File: src/rtl/wb_b3_sram_if.sv
// Wishbone B3 bus bundle between the external bus master and the SRAM controller.
// Signal suffixes are from the slave's point of view.
interface wb_b3_sram_if #(
  parameter int AW = 32
);
  logic [AW-1:0] wb_adr_i;
  logic [31:0]   wb_dat_i;
  logic [3:0]    wb_sel_i;
  logic          wb_we_i;
  logic          wb_cyc_i;
  logic          wb_stb_i;
  logic [2:0]    wb_cti_i;
  logic [1:0]    wb_bte_i;
  logic [31:0]   wb_dat_o;
  logic          wb_ack_o;
  logic          wb_err_o;
  logic          wb_rty_o;

  modport master (
    output wb_adr_i, wb_dat_i, wb_sel_i, wb_we_i, wb_cyc_i, wb_stb_i, wb_cti_i, wb_bte_i,
    input  wb_dat_o, wb_ack_o, wb_err_o, wb_rty_o
  );

  modport slave (
    input  wb_adr_i, wb_dat_i, wb_sel_i, wb_we_i, wb_cyc_i, wb_stb_i, wb_cti_i, wb_bte_i,
    output wb_dat_o, wb_ack_o, wb_err_o, wb_rty_o
  );
endinterface

File: src/rtl/wb_b3_sram_ctrl.sv
// Wishbone B3 slave in front of a synchronous single-port SRAM (1-cycle read latency).
// Classic cycles ack after one wait cycle; B3 bursts stream one beat per clock.
module wb_b3_sram_ctrl #(
  parameter int unsigned MEM_SIZE = 134217728,
  parameter int          AW       = 32,
  parameter int          SRAM_AW  = $clog2(MEM_SIZE / 4)
) (
  input  logic               clk,
  input  logic               rst_n,
  wb_b3_sram_if.slave        wb,
  output logic               sram_ce_o,
  output logic               sram_we_o,
  output logic [3:0]         sram_be_o,
  output logic [SRAM_AW-1:0] sram_addr_o,
  output logic [31:0]        sram_wdata_o,
  input  logic [31:0]        sram_rdata_i
);

  // One spare bit so a linear increment past the last word is still seen as out of range.
  typedef logic [AW-2:0] waddr_t;
  localparam waddr_t MEM_WORDS = waddr_t'(MEM_SIZE / 4);

  typedef enum logic [1:0] {S_IDLE, S_CLASSIC, S_BURST, S_ERR} state_t;

  state_t state_q, state_d;
  waddr_t baddr_q, baddr_d;

  logic   req;
  logic   is_burst;
  logic   last_beat;
  logic   start_oor;
  logic   nxt_oor;
  logic   ack;
  logic   err;
  waddr_t start_w;
  waddr_t inc_w;
  waddr_t wrap_mask;
  waddr_t nxt_w;
  waddr_t sram_w;
  logic   unused_bits;

  // Gating with rst_n keeps the SRAM and bus quiet while reset is held.
  assign req       = wb.wb_cyc_i & wb.wb_stb_i & rst_n;
  assign is_burst  = (wb.wb_cti_i == 3'b001) || (wb.wb_cti_i == 3'b010);
  assign last_beat = (wb.wb_cti_i == 3'b111);
  assign start_w   = {1'b0, wb.wb_adr_i[AW-1:2]};
  assign start_oor = (start_w >= MEM_WORDS);
  assign inc_w     = baddr_q + waddr_t'(1);

  always_comb begin
    wrap_mask = waddr_t'(0);
    case (wb.wb_bte_i)
      2'b01:   wrap_mask = waddr_t'(3);
      2'b10:   wrap_mask = waddr_t'(7);
      2'b11:   wrap_mask = waddr_t'(15);
      default: wrap_mask = waddr_t'(0);
    endcase
  end

  always_comb begin
    nxt_w = inc_w;
    if (wb.wb_cti_i == 3'b001) begin
      nxt_w = baddr_q;
    end else if (wb.wb_bte_i != 2'b00) begin
      nxt_w = (baddr_q & ~wrap_mask) | (inc_w & wrap_mask);
    end
  end

  assign nxt_oor = (nxt_w >= MEM_WORDS);

  always_ff @(posedge clk or negedge rst_n) begin
    if (!rst_n) begin
      state_q <= S_IDLE;
      baddr_q <= '0;
    end else begin
      state_q <= state_d;
      baddr_q <= baddr_d;
    end
  end

  always_comb begin
    state_d   = state_q;
    baddr_d   = baddr_q;
    ack       = 1'b0;
    err       = 1'b0;
    sram_ce_o = 1'b0;
    sram_we_o = 1'b0;
    sram_be_o = 4'hF;
    sram_w    = baddr_q;
    case (state_q)
      S_IDLE: begin
        if (req) begin
          baddr_d = start_w;
          sram_w  = start_w;
          if (start_oor) begin
            state_d = S_ERR;
          end else begin
            // Reads are issued now so data is ready on the first ack cycle.
            sram_ce_o = !wb.wb_we_i;
            state_d   = is_burst ? S_BURST : S_CLASSIC;
          end
        end
      end
      S_CLASSIC: begin
        ack       = 1'b1;
        sram_ce_o = wb.wb_we_i;
        sram_we_o = wb.wb_we_i;
        sram_be_o = wb.wb_we_i ? wb.wb_sel_i : 4'hF;
        state_d   = S_IDLE;
      end
      S_ERR: begin
        err     = 1'b1;
        state_d = S_IDLE;
      end
      S_BURST: begin
        if (!wb.wb_cyc_i) begin
          state_d = S_IDLE;
        end else begin
          ack = req;
          if (req && wb.wb_we_i) begin
            sram_ce_o = 1'b1;
            sram_we_o = 1'b1;
            sram_be_o = wb.wb_sel_i;
          end else begin
            // Prefetch the next beat on ack; on a wait state re-read the current one.
            sram_w    = req ? nxt_w : baddr_q;
            sram_ce_o = !(req && nxt_oor);
          end
          if (req) begin
            baddr_d = nxt_w;
            if (last_beat) begin
              state_d = S_IDLE;
            end else if (nxt_oor) begin
              state_d = S_ERR;
            end
          end
        end
      end
      default: state_d = S_IDLE;
    endcase
  end

  assign sram_addr_o  = sram_w[SRAM_AW-1:0];
  assign sram_wdata_o = wb.wb_dat_i;

  assign wb.wb_ack_o = ack;
  assign wb.wb_err_o = err;
  assign wb.wb_rty_o = 1'b0;
  assign wb.wb_dat_o = ack ? sram_rdata_i : 32'h0;

  assign unused_bits = ^{wb.wb_adr_i[1:0], sram_w[AW-2:SRAM_AW]};

endmodule

File: src/flat_wrapper.sv
// flat-port wrapper written by rule: the top's interface ports become plain ports
module wb_b3_sram_ctrl_flat 
#(
  parameter int unsigned MEM_SIZE = 134217728,
  parameter int          AW       = 32,
  parameter int          SRAM_AW  = $clog2(MEM_SIZE / 4)
)
  (clk, rst_n, sram_ce_o, sram_we_o, sram_be_o, sram_addr_o, sram_wdata_o, sram_rdata_i, wb_wb_adr_i, wb_wb_dat_i, wb_wb_sel_i, wb_wb_we_i, wb_wb_cyc_i, wb_wb_stb_i, wb_wb_cti_i, wb_wb_bte_i, wb_wb_dat_o, wb_wb_ack_o, wb_wb_err_o, wb_wb_rty_o);
  wb_b3_sram_if #(.AW(AW)) wb_i ();
  input  logic clk;
  input  logic rst_n;
  output logic sram_ce_o;
  output logic sram_we_o;
  output logic [3:0] sram_be_o;
  output logic [SRAM_AW-1:0] sram_addr_o;
  output logic [31:0] sram_wdata_o;
  input  logic [31:0] sram_rdata_i;
  input wire logic [$bits(wb_i.wb_adr_i)-1:0] wb_wb_adr_i;
  input wire logic [$bits(wb_i.wb_dat_i)-1:0] wb_wb_dat_i;
  input wire logic [$bits(wb_i.wb_sel_i)-1:0] wb_wb_sel_i;
  input wire logic [$bits(wb_i.wb_we_i)-1:0] wb_wb_we_i;
  input wire logic [$bits(wb_i.wb_cyc_i)-1:0] wb_wb_cyc_i;
  input wire logic [$bits(wb_i.wb_stb_i)-1:0] wb_wb_stb_i;
  input wire logic [$bits(wb_i.wb_cti_i)-1:0] wb_wb_cti_i;
  input wire logic [$bits(wb_i.wb_bte_i)-1:0] wb_wb_bte_i;
  output wire logic [$bits(wb_i.wb_dat_o)-1:0] wb_wb_dat_o;
  output wire logic [$bits(wb_i.wb_ack_o)-1:0] wb_wb_ack_o;
  output wire logic [$bits(wb_i.wb_err_o)-1:0] wb_wb_err_o;
  output wire logic [$bits(wb_i.wb_rty_o)-1:0] wb_wb_rty_o;
  assign wb_i.wb_adr_i = wb_wb_adr_i;
  assign wb_i.wb_dat_i = wb_wb_dat_i;
  assign wb_i.wb_sel_i = wb_wb_sel_i;
  assign wb_i.wb_we_i = wb_wb_we_i;
  assign wb_i.wb_cyc_i = wb_wb_cyc_i;
  assign wb_i.wb_stb_i = wb_wb_stb_i;
  assign wb_i.wb_cti_i = wb_wb_cti_i;
  assign wb_i.wb_bte_i = wb_wb_bte_i;
  assign wb_wb_dat_o = wb_i.wb_dat_o;
  assign wb_wb_ack_o = wb_i.wb_ack_o;
  assign wb_wb_err_o = wb_i.wb_err_o;
  assign wb_wb_rty_o = wb_i.wb_rty_o;
  wb_b3_sram_ctrl #(.MEM_SIZE(MEM_SIZE), .AW(AW), .SRAM_AW(SRAM_AW)) u_core (.clk(clk), .rst_n(rst_n), .wb(wb_i), .sram_ce_o(sram_ce_o), .sram_we_o(sram_we_o), .sram_be_o(sram_be_o), .sram_addr_o(sram_addr_o), .sram_wdata_o(sram_wdata_o), .sram_rdata_i(sram_rdata_i));
endmodule
File: config.mk
export PLATFORM = sky130hd
export DESIGN_NAME = wb_b3_sram_ctrl_flat
export DESIGN_NICKNAME = d
export VERILOG_FILES = /design/src/rtl/wb_b3_sram_if.sv /design/src/rtl/wb_b3_sram_ctrl.sv /design/src/flat_wrapper.sv
export SDC_FILE = /design/constraint.sdc
export NUM_CORES = 1
export LEC_CHECK = 0
export CORE_UTILIZATION = 37
export CTS_BUF_LIST = sky130_fd_sc_hd__clkbuf_4 sky130_fd_sc_hd__clkbuf_8
export CTS_CLUSTER_SIZE = 30
export DETAILED_ROUTE_END_ITERATION = 8
export GPL_TIMING_DRIVEN = 0
export PLACE_DENSITY = 0.8
export SYNTH_ARGS = -nofsm -noshare
export SYNTH_HDL_FRONTEND = slang
export SYNTH_SLANG_ARGS = --single-unit
File: constraint.sdc
create_clock -name clk -period 3.1 [get_ports clk]
set_input_delay 0.62 -clock clk [delete_from_list [all_inputs] [get_ports clk]]
set_output_delay 0.62 -clock clk [all_outputs]
set_load 0.02 [all_outputs]
==> results of run 1 <==
power groups by stage:
stage	logic (mW)	registers (mW)	clock network, mW
floorplan	2.45	0.738	0
global placement	4.04	0.785	0
detailed placement	4.09	0.794	0
CTS	4.15	0.834	0.354
global route	4.78	0.883	0.373
finish	4.50	0.867	0.354
metrics by stage:
step                      TNS, ns  utilization, %  cell area (um^2)  cells
after floorplan           -0.0751               -              3810    510
after detailed placement   -79.24            57.7              5700    815
final                      -0.786            66.0              6510    872
after global routing        -1.20            66.0              6510    872
after CTS                   -1.06            63.7              6290    852
after global placement    -181.05            57.8              5700    815
worst max path at each step:
stage	start	to	slack, ns
floorplan	wb_wb_cti_i[0]	sram_addr_o[24]	-0.08
global placement	rst_n	sram_addr_o[21]	-2.84
detailed placement	rst_n	sram_addr_o[21]	-1.77
CTS	wb_wb_bte_i[1]	sram_addr_o[24]	-0.31
global route	wb_wb_cti_i[2]	sram_ce_o	-0.34
finish	wb_wb_cti_i[2]	sram_ce_o	-0.35
registers in the layout (all words and copies together) (netlist names):
signal and count:
u_core.baddr_q 31, u_core.state_q 2
layer usage:
metal / share of wire [%] / routed length [um] / vias up
met5: 0 / 0 / -
met4: 3.8 / 629 / 0
met3: 9.3 / 1560 / 69
met2: 48 / 8080 / 346
met1: 39 / 6480 / 2357
li1: - / - / 2257
layout by cell type, fill, tap and decap left out, drive strengths merged, types with 5 or more instances in the layout:
cell	synthesis	final
and4	6	6
and3	10	10
o21ai	42	42
nand2	71	71
a221o	6	6
clkdlybuf4s15	0	5
nor4	6	6
o221a	6	6
ha	6	6
and2	37	37
nor3	7	7
xnor2	9	9
dfrtp	33	33
inv	7	7
a22oi	15	15
a21oi	27	27
nand3	19	19
clkdlybuf4s50	0	104
xor2	13	13
nor2	31	31
dlygate4sd2	0	38
nand4	11	11
o22ai	9	9
mux2i	13	13
buf	47	118
clkbuf	27	34
repair_timing:
action,CTS,global route
buffers inserted,34,22
gates cloned,1,0
resized for setup,230,66
setup endpoints to repair,65,33
pin swaps,21,22
final cells by class:
cell class / instances / area (um^2)
multi-input combinational: 395 / 2730
buffer: 66 / 510
fill: 839 / 3350
clock buffer: 5 / 68.8
tap: 133 / 166
inverter: 8 / 35.0
sequential: 33 / 835
clock inverter: 3 / 17.5
timing repair buffer: 229 / 2150
cell families after synthesis:
logic type	Yosys count	share of synthesized area, %
AO/OA/AOI/OAI	137	24.0
XOR/XNOR	22	5.06
adder cells (fa/ha/maj)	6	1.97
buffers and inverters	82	13.4
flip-flops	33	21.7
multiplexers	14	3.71
other	1	0.0985
AND/OR/NAND/NOR	215	30.0
worst register-to-register path, stage by stage (launching register included):
cell	delay, ns
dfrtp_1	0.35
clkbuf_8	0.15
nand4_1	0.15
or4_4	0.55
o31ai_4	0.23
nand2_2	0.11
buf_6	0.12
buf_4	0.12
buf_4	0.12
buf_4	0.12
buf_4	0.12
buf_6	0.11
buf_4	0.12
buf_6	0.11
buf_6	0.10
buf_6	0.10
buf_6	0.10
a22oi_2	0.10
o21ai_1	0.07
==> results.toml, run 1 <==
[detailed_routing]
via_per_inst = 5.77
vias = 5029
drtAntennaViolNets = 0
drcViolationCount = 0
drt_iter0_drc = 469
totalWireLength_um = 16800
wl_per_cell_um = 19.2
dr.pass1.iters = 8

[global_routing]
met3_usage_pct = 4.84
grtUsageMet1_pct = 38.3
busiest_layer = "met2"
grt_max_degree = 19
grt_pass1_wl_um = 24600
grtUsageMet2_pct = 51.9
gr-total-overflow = 0
antenna_found_initial = 0
grt_pass1_vias = 4855
grt_usage_pct = 30.6

[finish]
fin_nets = 854
num_antenna_cells = 0
syn_to_final_growth_pct = 70.9
drive_above_1_share_pct = 29.9

[clock_tree]
clock_sinks = 33
clkSlewWorstSetupHoldPaths_ns = 0.09
hold_buffers = 0
clock_latency_ns = 0.30
cts_buffers = 5
h-tree-depth = 2
tritoncts = "done"
cts-root-buf = "clkbuf_8"
cts.path.max_buffers = 2

[sta]
rsz0062_at_grt = "yes"
setup_slack_ns = -0.354
maxSlewViolCount = 0
max_freq_mhz = 290
setup_viol = 5
slew_headroom_pct = 37.3
fin_skew_ns = 0.00881
fin_crit_ns = 3.45
final.period_utilization_pct = 111
tightestPinTransition_ns = 0.936
hold_slack_ns = 0.118
hold_violations = 0

[critical_path]
crit_family = "simple AND/OR/NAND/NOR gates"
worstRegToRegCells = 18
path_cells = "buf_8, or3b_4, buf_8, buf_4, and3_1, and3_4, mux2i_1, nor4_2, o21ai_1, a21oi_2, buf_4"
crit_type = "input pin to output port"
cp.depth = 11
path_max_fanout = 5
worstSetupEndpointType = "output port"
rr_startpoint = "u_core.baddr_q[11]"
r2r_slack_ns = 0.01
r2r-end = "u_core.baddr_q[26]"
critPathLaunchType = "input pin"
crit_arrival_ns = 2.83
worstPathBufferInverterCount = 4
cp_slowest_cell = "or3b_4"
crit_required_ns = 2.48
slowest_delay_ns = 0.41

[synthesis]
synth_cells = 510
synth_edf_count = 0
yosys.area.top_type = "dfrtp_1"
synth.top_cell.area_share_pct = 21.7
ys_warn_count = 0
synthTopCellsByCount = "nand2_1 (71), o21ai_0 (42), buf_4 (38), and2_1 (37), dfrtp_1 (33)"
syn_avg_cell_area_um2 = 7.47
syn-num-nets = 626
yosysSeqAreaShare_pct = 21.7
async_reset_ff_share_pct = 100
ys_ff_latch = 33
yosysUniqueCellTypes = 64
yosys_most_used_dff = "dfrtp_1"
synth.most_common_cell = "nand2_1"
synthTopCellsByArea = "dfrtp_1 (22%), buf_4 (7.5%), nand2_1 (7.0%)"
synth.cell_area_um2 = 3810

[place]
pre_cts_ws_ns = -1.77
io_buffers = 172
place_congestion = 0.940
hpwl_um = 11700

[die]
ios = 208
dieArea_um2 = 10700
dieHeight_um = 103
core-area_um2 = 9860
start_util_pct = 38.6
die_w_um = 103
rows = 36

[worst_hold_path]
min_path_type = "input pin to async pin"

[power]
swShare_pct = 52.2
pwr_density_cell_nw_per_um2 = 879
switchingPower_mw = 2.99
seq_power_share_pct = 15.2
p_int_mw = 2.73
p_leak_nw = 2.87
peakVddDrop_mv = 0.445
pwr-share-clk_pct = 6.2
power_mw = 5.72
p_comb_share_pct = 78.7

[flow_run]
drv_cap = 0

[run_status]
outcome = "finished with violations"
violations = "negative setup slack"
(Power assumes the default switching activity.)
==> run 2: changes to the inputs <==
--- a/config.mk
+++ b/config.mk
@@ -5,6 +5,7 @@
 export SDC_FILE = /design/constraint.sdc
 export NUM_CORES = 1
 export LEC_CHECK = 0
+export CAP_MARGIN = 20
 export CORE_UTILIZATION = 37
 export CTS_BUF_LIST = sky130_fd_sc_hd__clkbuf_4 sky130_fd_sc_hd__clkbuf_8
 export CTS_CLUSTER_SIZE = 30
==> results of run 2 <==
Same layout as run 1: the final DEF is identical, and so are final timing and power.
